$ cat src/rtl/register_file_param.sv
// Parametrised 2R/1W register file: clear walk after reset, per-entry valid bits.
// Optional same-cycle write-to-read bypass when REGFILE_BYPASS_EN is defined.
module register_file_param #(
  parameter int DATA_WIDTH = 32,
  parameter int ADDR_WIDTH = 4
) (
  input  logic                  clk,
  input  logic                  reset_n,
  input  logic [ADDR_WIDTH-1:0] rport1_addr,
  output logic [DATA_WIDTH-1:0] rport1_data,
  output logic                  rport1_valid,
  input  logic [ADDR_WIDTH-1:0] rport2_addr,
  output logic [DATA_WIDTH-1:0] rport2_data,
  output logic                  rport2_valid,
  input  logic                  wport_enable,
  input  logic [ADDR_WIDTH-1:0] wport_addr,
  input  logic [DATA_WIDTH-1:0] wport_data,
  output logic                  ready
);

  localparam int DEPTH = 1 << ADDR_WIDTH;
  localparam logic [ADDR_WIDTH-1:0] LAST_IDX = ADDR_WIDTH'(DEPTH - 1);

  typedef enum logic {
    CLEAR = 1'b0,
    READY = 1'b1
  } state_e;

  state_e                  state_q, state_d;
  logic [ADDR_WIDTH-1:0]   clr_idx_q, clr_idx_d;
  logic [DEPTH-1:0]        valid_q, valid_d;
  logic [DATA_WIDTH-1:0]   mem_q [DEPTH];

  logic                    mem_we;
  logic [ADDR_WIDTH-1:0]   mem_waddr;
  logic [DATA_WIDTH-1:0]   mem_wdata;

  assign ready = (state_q == READY);

  // Single array write port shared by the clear walk and the writeback port.
  always_comb begin
    state_d   = state_q;
    clr_idx_d = clr_idx_q;
    valid_d   = valid_q;
    mem_we    = 1'b0;
    mem_waddr = clr_idx_q;
    mem_wdata = '0;
    unique case (state_q)
      CLEAR: begin
        mem_we = 1'b1;
        if (clr_idx_q == LAST_IDX) begin
          state_d = READY;
        end else begin
          clr_idx_d = clr_idx_q + 1'b1;
        end
      end
      READY: begin
        if (wport_enable) begin
          mem_we              = 1'b1;
          mem_waddr           = wport_addr;
          mem_wdata           = wport_data;
          valid_d[wport_addr] = 1'b1;
        end
      end
      default: ;
    endcase
  end

  always_ff @(posedge clk) begin
    if (!reset_n) begin
      state_q   <= CLEAR;
      clr_idx_q <= '0;
      valid_q   <= '0;
    end else begin
      state_q   <= state_d;
      clr_idx_q <= clr_idx_d;
      valid_q   <= valid_d;
    end
  end

  // The data array is deliberately left alone on the reset edge.
  always_ff @(posedge clk) begin
    if (reset_n && mem_we) begin
      mem_q[mem_waddr] <= mem_wdata;
    end
  end

  always_comb begin
    rport1_data  = '0;
    rport1_valid = 1'b0;
    if (ready) begin
      rport1_data  = mem_q[rport1_addr];
      rport1_valid = valid_q[rport1_addr];
`ifdef REGFILE_BYPASS_EN
      if (wport_enable && (rport1_addr == wport_addr)) begin
        rport1_data  = wport_data;
        rport1_valid = 1'b1;
      end
`endif
    end
  end

  always_comb begin
    rport2_data  = '0;
    rport2_valid = 1'b0;
    if (ready) begin
      rport2_data  = mem_q[rport2_addr];
      rport2_valid = valid_q[rport2_addr];
`ifdef REGFILE_BYPASS_EN
      if (wport_enable && (rport2_addr == wport_addr)) begin
        rport2_data  = wport_data;
        rport2_valid = 1'b1;
      end
`endif
    end
  end

endmodule

$ cat config.mk
export PLATFORM = sky130hd
export DESIGN_NAME = register_file_param
export DESIGN_NICKNAME = d
export VERILOG_FILES = /design/src/rtl/register_file_param.sv
export SDC_FILE = /design/constraint.sdc
export NUM_CORES = 1
export LEC_CHECK = 0
export BUFFER_PORTS_ARGS = -buffer_cell sky130_fd_sc_hd__buf_2
export CAP_MARGIN = 20
export CORE_ASPECT_RATIO = 1.75
export CORE_MARGIN = 3
export CORE_UTILIZATION = 50
export CTS_BUF_LIST = sky130_fd_sc_hd__clkbuf_8
export CTS_CLUSTER_SIZE = 28
export DETAILED_ROUTE_END_ITERATION = 8
export GPL_TIMING_DRIVEN = 1
export PLACE_DENSITY = 0.67
export SETUP_SLACK_MARGIN = 0.05
export SLEW_MARGIN = 20
export SYNTH_ARGS = -nofsm -noshare
export SYNTH_HDL_FRONTEND = slang
export SYNTH_SLANG_ARGS = --single-unit
$ cat constraint.sdc
create_clock -name clk -period 4.6 [get_ports clk]
set_input_delay 0.23 -clock clk [delete_from_list [all_inputs] [get_ports clk]]
set_output_delay 0.23 -clock clk [all_outputs]
set_load 0.005 [all_outputs]
* Word level (Yosys, flattened, before mapping)
Memories as Yosys holds them, arrays and structs flattened.
Index checks and enable logic that the tools add are counted.
Widths: inputs -> output; s select.
** Word-level totals
- Output and inout port bits :: 67
- Memories kept :: 1
- Register bits :: 21
- Input port bits :: 47
- Logic and storage cells :: 37
- RAM bits :: 512
** Memories
- mem_q :: words 16, width 32, rd ports 2, clocked after Yosys merged registers in 0, write ports 1, RTL line 32 : logic [DATA_WIDTH-1:0] mem_q [DEPTH];
** Cells by class
- Bitwise logic cells :: 3
- Eq/ne operators :: 1
- Mux-type cells :: 20
- Reductions and logical operators :: 4
- Magnitude comparators :: 4
- Add/sub/neg operators :: 1
** Operators by type and width (count)
- $mux 32 :: 4
- $or 16x16->16 :: 1
- $lt 4x5->1 const B :: 3
- $mux 1 :: 10
- $bmux 1 s4 :: 2
- $mux 4 :: 2
- $add 4x1->4 const B :: 1
- $demux 1 s4 :: 1
- $eq 4x4->1 const B :: 1
- $ge 4x1->1 const B :: 1
- $reduce_and 2->1 :: 2
- $logic_and 1x1->1 :: 2
- $not 1->1 :: 2
- $pmux 1 s2 :: 1

* Longest topological paths before layout
Gate-level depths: netlist (run 1).
- Word-level depth :: 5
- Gate-level depth with buffers :: 7
- Gate-level depth less buffers :: 5

* Worst setup path after synthesis (run 1)
No wires, ideal clock.
- Path kind :: register to register
- From :: register state_q (netlist: ready)
- To :: memory mem_q[14][0], enable pin
- Library setup time :: 0.421 ns
- Required time :: 4.179 ns
- Cell stages (with the launch flop) :: 6
- Arrival :: 2.555 ns
- Buffers on the path :: 1
- Slack :: 1.624 ns
- Period minus slack after synthesis :: 2.976 ns
- Cell sequence :: dfxtp_1 and2_1 buf_4 mux2i_1 or3_4 nor2_1
** On the way
- Word-level cells in the longest chain between the ends :: 5
- Elaborated cells between the ends (all ways) :: 6
- Classes of those cells :: mux: 4; bitwise: 1; reduce/logical: 1
** Ends and longest elaborated chain
- start, declared :: RTL line 29 : state_e state_q, state_d;
- start signal, assigned :: RTL line 75 : state_q <= state_d;
- $not 1->1 (no line)
- $pmux 1 s2 :: RTL line 48 : unique case (state_q)
- $logic_and 1x1->1 :: RTL line 83 : if (reset_n && mem_we) begin
- $mux 1 :: RTL line 83
- $mux 1 (implied by the code) :: RTL line 84 : mem_q[mem_waddr] <= mem_wdata;
- end, declared :: RTL line 32
Parallel ways exist; a longest one is shown, timed or not.

* Final worst setup path (run 1)
- From :: register state_q (netlist: ready)
- To :: memory mem_q[5][25], enable pin
Same word-level chain as after synthesis.

==> qor.yml, run 1 <==
status: "complete, no violations"
gp_congestion: 0.888
synth_most_common_cell: "edfxtp_1"
hold_violations: 0
ioPinCount: 114
async_flop_share_pct: 0
critPathMaxStageDelay_ns: 0.88
slew_viol_final: 0
nets: 1869
syn_nets: 1754
dieArea_sq_um: 53600
drc: 0
met2WireLength_microns: 40000
synth_edf_count: 512
ys_types: 38
leakage_nw: 11.2
routed_wl_microns: 76200
synth_cells: 1706
fin_skew_ns: 0.0192
cp.required_ns: 4.92
fp-row-count: 108
grt.overflow.total: 0
drive_gt1_share_pct: 17.8
criticalPathCategory: "reg2reg"
end_kind: "flip-flop"
synth.cell_area_sq_um: 25400
fmax_mhz: 307
start_util_pct: 50.9
cts_buffer_depth: 3
core_sq_um: 49900
cts_tree: "done"
dp_hpwl_microns: 46200
detail-route-antenna-nets: 0
ir_drop_uv: 210
clkSlewWorstSetupHoldPaths_ns: 0.07
worstPathCellList: "and2_1 -> mux2i_1 -> nand3b_1 -> nor2_4 -> buf_4"
grt_pass1_vias: 17500
ctsHtreeMaxLevel: 3
grt_antenna_before_repair: 1
vias: 16700
worst_pin_slew_ns: 1.21
r2r_slack_ns: 1.35
final.period_utilization_pct: 70.7
powerDensity_nw_per_um2: 342
critPathMaxFanout: 23
die_y_microns: 304
cts.sink_count: 533
synthFlopType: "edfxtp_1"
synth.largest_area_cell: "edfxtp_1"
route.top_layer_used: "met4"
grtUsageTotal_pct: 28.0
grt_pass1_wl_microns: 111000
setup_viol: 0
rsz0062_at_grt: "false"
critical_path.slowest_cell: "nor2_4"
layout_min_cycle_time_ns: 3.25
slew_headroom_pct: 19.2
drt-pass1-iter-count: 5
cp.arrival_ns: 3.58
yosys-top-cells-count: "edfxtp_1, mux2i_1, a22oi_1"
grt_max_degree: 78
start_kind: "flip-flop"
nFillCells: 3942
dp.cells: 2398
clock_latency_ns: 0.63
syn_avg_cell_area_sq_um: 14.9
hp-class: "in2reg"
io_buffer_count: 113
synth_top_area_share_pct: 60.6
die_w_microns: 176
stdcell_count: 2533
ctsRootBufferMaster: "clkbuf_8"
ys_seq_elements: 533
area_delta_synth_final_pct: 11.0
routed-wl-met3_microns: 5540
timing.setup.tns_ns: 0
met1_length_microns: 27000
final_design_area_no_fill_sq_um: 28200
yosys_warnings: 0
drt_iter0_drc: 1440
placed_area_sq_um: 26700
drv_cap: 0
yosys-top-cells-area: "edfxtp_1, mux2i_1, a22oi_1"
cts_buffers: 76
ys_seq_area_share_pct: 62.2
wl_per_cell_microns: 30.1
via_per_inst: 6.60
==> repair_timing <==
| item | in CTS | in global routing |
|---|---|---|
| hold buffers | 5 | 0 |
| endpoints found under the hold margin | 15 | 0 |
| setup buffers | 0 | 0 |
| gates resized for setup | 0 | 0 |
==> worst paths after layout <==
check	cells after the start	from	endpoint
worst min register to register	1	valid_q[6]	valid_q[6]
worst max register to register	5	ready	mem_q[5][25]
worst min-delay path	2	wport_data[28]	mem_q[6][28]
worst max-delay path	5	ready	mem_q[5][25]
==> worst max-delay path, delay by kind of cell, from the launching register on <==
kind	cells	cell delay [ns]
AND/OR/NAND/NOR	3	1.63
multiplexers	1	0.36
buffers and inverters	1	0.35
flip-flops	1	0.61
==> flip-flops by register name (all words and copies together) (netlist names) <==
register and count:
clr_idx_q 4, valid_q 16, mem_q 512, ready 1
==> power breakdown <==
part	internal [mW]	total [mW]	switching [mW]
clock network	1.78	3.55	1.77
registers	5.30	5.33	0.0254
logic	0.283	0.751	0.467
==> cells by family (layout without fill, tap and decap cells) <==
kind of cell | count (synthesis) | count (layout) | synth area share (%)
DFF | 533 | 533 | 62.2
muxes | 487 | 487 | 21.3
AOI/OAI and AO/OA | 351 | 351 | 9.59
and+or+nand+nor | 195 | 195 | 3.49
buffers and inverters | 137 | 303 | 3.27
xor gates and xnor gates | 2 | 2 | 0.0690
adders and majority gates | 1 | 1 | 0.0493
other | 0 | 1 | 0
==> placed cells by master (no fill, tap or decap), drive strengths merged, types with 3 or more instances in the layout <==
cell	n
a21oi	3
clkinv	25
and3	32
nand2	94
o21a	12
o21ai	86
nand2b	4
nand3	3
nor2	41
a22oi	178
edfxtp	512
dfxtp	21
nand3b	4
o22ai	24
bufinv	4
clkbuf	77
buf	165
nor2b	5
a221oi	43
mux4	43
inv	25
mux2i	444
and2	4
dlygate4sd3	5
nor3	4
==> per-stage QoR <==
stage,power [mW],hold slack (ns),util (%),worst slack (ns)
2_1_floorplan,5.93,0.348,-,1.62
3_3_place_gp,6.15,0.468,53.4,1.39
3_5_place_dp,6.17,0.475,53.6,1.33
4_1_cts,9.66,0.228,56.5,1.39
5_1_grt,9.91,0.271,56.5,1.22
6_report,9.63,0.278,56.5,1.35
==> final cells by class <==
| class | instances | area [sq um] | share of cell area (%) |
|---|---|---|---|
| Tap cell | 660 | 826 | 2.93 |
| Clock inverter | 52 | 324 | 1.15 |
| Sequential cell | 533 | 15800 | 56.1 |
| Multi-Input combinational cell | 1036 | 8950 | 31.8 |
| Timing Repair Buffer | 170 | 1210 | 4.28 |
| Inverter | 4 | 15.0 | 0.0533 |
| Antenna cell | 1 | 2.50 | 0.00888 |
| Clock buffer | 77 | 1060 | 3.76 |
==> metal layers <==
| metal | global-route usage [%] | up-vias |
|---|---|---|
| met5 | 0 | - |
| met4 | 13.1 | 0 |
| met3 | 4.21 | 226 |
| met2 | 49.6 | 846 |
| met1 | 33.3 | 8557 |
| li1 | - | 7097 |
Power figures use the tool's default switching activity.
==> run 2, diff against run 1 <==
--- a/config.mk
+++ b/config.mk
@@ -5,6 +5,7 @@
 export SDC_FILE = /design/constraint.sdc
 export NUM_CORES = 1
 export LEC_CHECK = 0
+export ABC_AREA = 1
 export BUFFER_PORTS_ARGS = -buffer_cell sky130_fd_sc_hd__buf_2
 export CAP_MARGIN = 20
 export CORE_ASPECT_RATIO = 1.75
==> constraint.sdc (replaced) <==
create_clock -name clk -period 3.2 [get_ports clk]
set_input_delay 0.16 -clock clk [delete_from_list [all_inputs] [get_ports clk]]
set_output_delay 0.16 -clock clk [all_outputs]
set_load 0.005 [all_outputs]
==> run 2 against run 1 <==
Net effect:
- the run now ends with hold timing left
- register-to-register slack got worse by 0.73 ns
- combinational power increased by 100%
- utilization about the same
- area after synthesis increased by 12%
- largest cell class unchanged
- cell count increased by 74%
- clock skew increased by 0.0071 ns
- synthesized cell count increased by 110%
- highest routed layer unchanged
==> qor.yml, run 2 <==
slew_viol_final: 0  # unchanged
cp.required_ns: 3.49  # was 4.92 ns
postCtsSetupRepairBufs: 0  # unchanged
ir_drop_uv: 334  # was 210 uV
end_kind: "flip-flop"  # unchanged
die_w_microns: 186  # was 176 microns
grt_pass1_wl_microns: 137000  # was 111000 microns
cts.sink_count: 533  # unchanged
criticalPathCategory: "reg2reg"  # unchanged
final_design_area_no_fill_sq_um: 31800  # was 28200 sq um
dp_hpwl_microns: 52100  # was 46200 microns
grt_max_degree: 160  # was 78
stdcell_count: 4420  # was 2533
hp-class: "in2reg"  # unchanged
ctsRootBufferMaster: "clkbuf_8"  # unchanged
syn_avg_cell_area_sq_um: 8.11  # was 14.9 sq um
hold_slack_ns: -0.00602  # was 0.278 ns
drt-pass1-iter-count: 6  # was 5
setup_viol: 0  # unchanged
io_buffer_count: 113  # unchanged
yosys-top-cells-count: "nand2_1, nand3_1, inv_1"  # was edfxtp_1, mux2i_1, a22oi_1
vias: 24800  # was 16700
rsz0062_at_grt: "false"  # unchanged
drc: 0  # unchanged
top_register: "mem_q"  # unchanged
top_regs: "mem_q: 512 flops, valid_q: 16 flops, clr_idx_q: 4 flops"  # unchanged
dieArea_sq_um: 60000  # was 53600 sq um
ys_seq_area_share_pct: 55.4  # was 62.2%
r2r_slack_ns: 0.61  # was 1.35 ns
synthFlopType: "edfxtp_1"  # unchanged
final.period_utilization_pct: 80.8  # was 70.7%
detail-route-antenna-nets: 0  # unchanged
die_y_microns: 322  # was 304 microns
yosys_warnings: 0  # unchanged
synth_cells: 3513  # was 1706
async_flop_share_pct: 0  # unchanged
leakage_nw: 14.6  # was 11.2 nW
hold_buffers: 17  # was 5
gp_congestion: 0.878  # was 0.888
fp-row-count: 115  # was 108
grt_antenna_before_repair: 2  # was 1
drive_gt1_share_pct: 9.57  # was 17.8%
clock_latency_ns: 0.67  # was 0.63 ns
yosys-top-cells-area: "edfxtp_1, nand3_1, nand2_1"  # was edfxtp_1, mux2i_1, a22oi_1
ctsHtreeMaxLevel: 3  # unchanged
synth_edf_count: 512  # unchanged
nets: 3642  # was 1869
ys_seq_elements: 533  # unchanged
setup_ws_ns: 0.613  # was 1.35 ns
ys_types: 19  # was 38
status: "finished with violations"  # was complete, no violations
synth.cell_area_sq_um: 28500  # was 25400 sq um
ctsResizeCount: 0  # unchanged
grtUsageTotal_pct: 29.3  # was 28.0%
slew_headroom_pct: 24.1  # was 19.2%
grt.overflow.total: 0  # unchanged
start_util_pct: 50.6  # was 50.9%
finalPower_mw: 14.9  # was 9.63 mW
fmax_mhz: 387  # was 307 MHz
syn_nets: 3561  # was 1754
mostFrequentLayoutCell: "nand2_1"  # was edfxtp_1
drv_cap: 0  # unchanged
wl_per_cell_microns: 20.2  # was 30.1 microns
dp.cells: 4244  # was 2398
critPathMaxFanout: 21  # was 23
cts_buffers: 78  # was 76
synth.largest_area_cell: "edfxtp_1"  # unchanged
ioPinCount: 114  # unchanged
layout_min_cycle_time_ns: 2.59  # was 3.25 ns
start_kind: "flip-flop"  # unchanged
cp.arrival_ns: 2.88  # was 3.58 ns
synth_most_common_cell: "nand2_1"  # was edfxtp_1
cts_tree: "done"  # unchanged
placed_area_sq_um: 29900  # was 26700 sq um
worst_pin_slew_ns: 1.13  # was 1.21 ns
layout_common_cells: "nand2_1, nand3_1, inv_1"  # was edfxtp_1, mux2i_1, a22oi_1
synth_top_area_share_pct: 54.0  # was 60.6%
clkSlewWorstSetupHoldPaths_ns: 0.06  # was 0.07 ns
drt_iter0_drc: 2625  # was 1440
powerDensity_nw_per_um2: 468  # was 342 nW/um^2
fin_skew_ns: 0.0263  # was 0.0192 ns
cts_buffer_depth: 3  # unchanged
area_delta_synth_final_pct: 11.7  # was 11.0%
hold_violations: 13  # was 0
routed_wl_microns: 89200  # was 76200 microns
timing.setup.tns_ns: 0  # unchanged
final_core_util_pct: 56.5  # about the same
violations: "hold timing"
largest_reg_flops: 512  # unchanged
place_ws_ns: 0.654  # was 1.33 ns
via_per_inst: 5.62  # was 6.60
grt_pass1_vias: 24100  # was 17500
core_sq_um: 56300  # was 49900 sq um
-- run 2: cell count changes after synthesis, moves of 43 or more --
cell,change
buf_2,+149
nand2_1,+989
mux2i_1,-444
a21oi_1,+82
inv_1,+573
o21ai_1,-86
a221oi_1,-43
nand3_1,+927
a22oi_1,-178
mux4_2,-43
-- run 2: cells by family (layout without fill, tap and decap cells) --
kind of cell	Yosys count	after routing	synth area share [%]
other	0	1	0
AND/OR/NAND/NOR	2077	2077	31.5
AO/OA/AOI/OAI	92	92	1.62
adder cells (fa/ha/maj)	1	1	0.0439
flip-flops	533	533	55.4
buffers and inverters	810	956	11.4
-- run 2: path summary, 6_finish.rpt --
kind                       start       endpoint  cells past startpoint
hold reg to reg      valid_q[11]    valid_q[11]                      2
hold / removal    wport_data[19]   mem_q[3][19]                      3
setup reg to reg           ready  mem_q[14][26]                      6
setup / recovery           ready  mem_q[14][26]                      6
-- run 2: cell type report --
| class | count | area, sq um |
|---|---|---|
| timing repair buffer | 228 | 1640 |
| multi-input combinational | 2170 | 9610 |
| sequential | 533 | 15800 |
| inverter | 583 | 2220 |
| clock inverter | 66 | 512 |
| fill | 5190 | 24400 |
| clock buffer | 79 | 1090 |
| antenna | 1 | 2.50 |
| tap | 760 | 951 |
-- run 2: routing by layer --
metal	track usage (%)	wire length [microns]	share of wire [%]	vias up
li1	-	-	-	11500
met1	34.3	31900	36	11600
met2	50.6	43700	49	1403
met3	4.50	7580	8.5	339
met4	18.0	5960	6.7	0
met5	0	0	0	-
-- run 2: worst max-delay path, cell delays in order, from the launching register on --
cell,delay [ns]
dfxtp_1,0.34
nand2_2,0.10
inv_1,0.08
o21ai_0,0.62
nand2_1,0.42
nor2_4,0.21
buf_4,0.44
-- run 2: report_power, final --
group	internal [mW]	switching (mW)	total, mW	leakage, nW
combinational	0.451	1.07	1.52	8.22
sequential	7.62	0.0189	7.64	5.45
clock	2.93	2.79	5.72	0.886
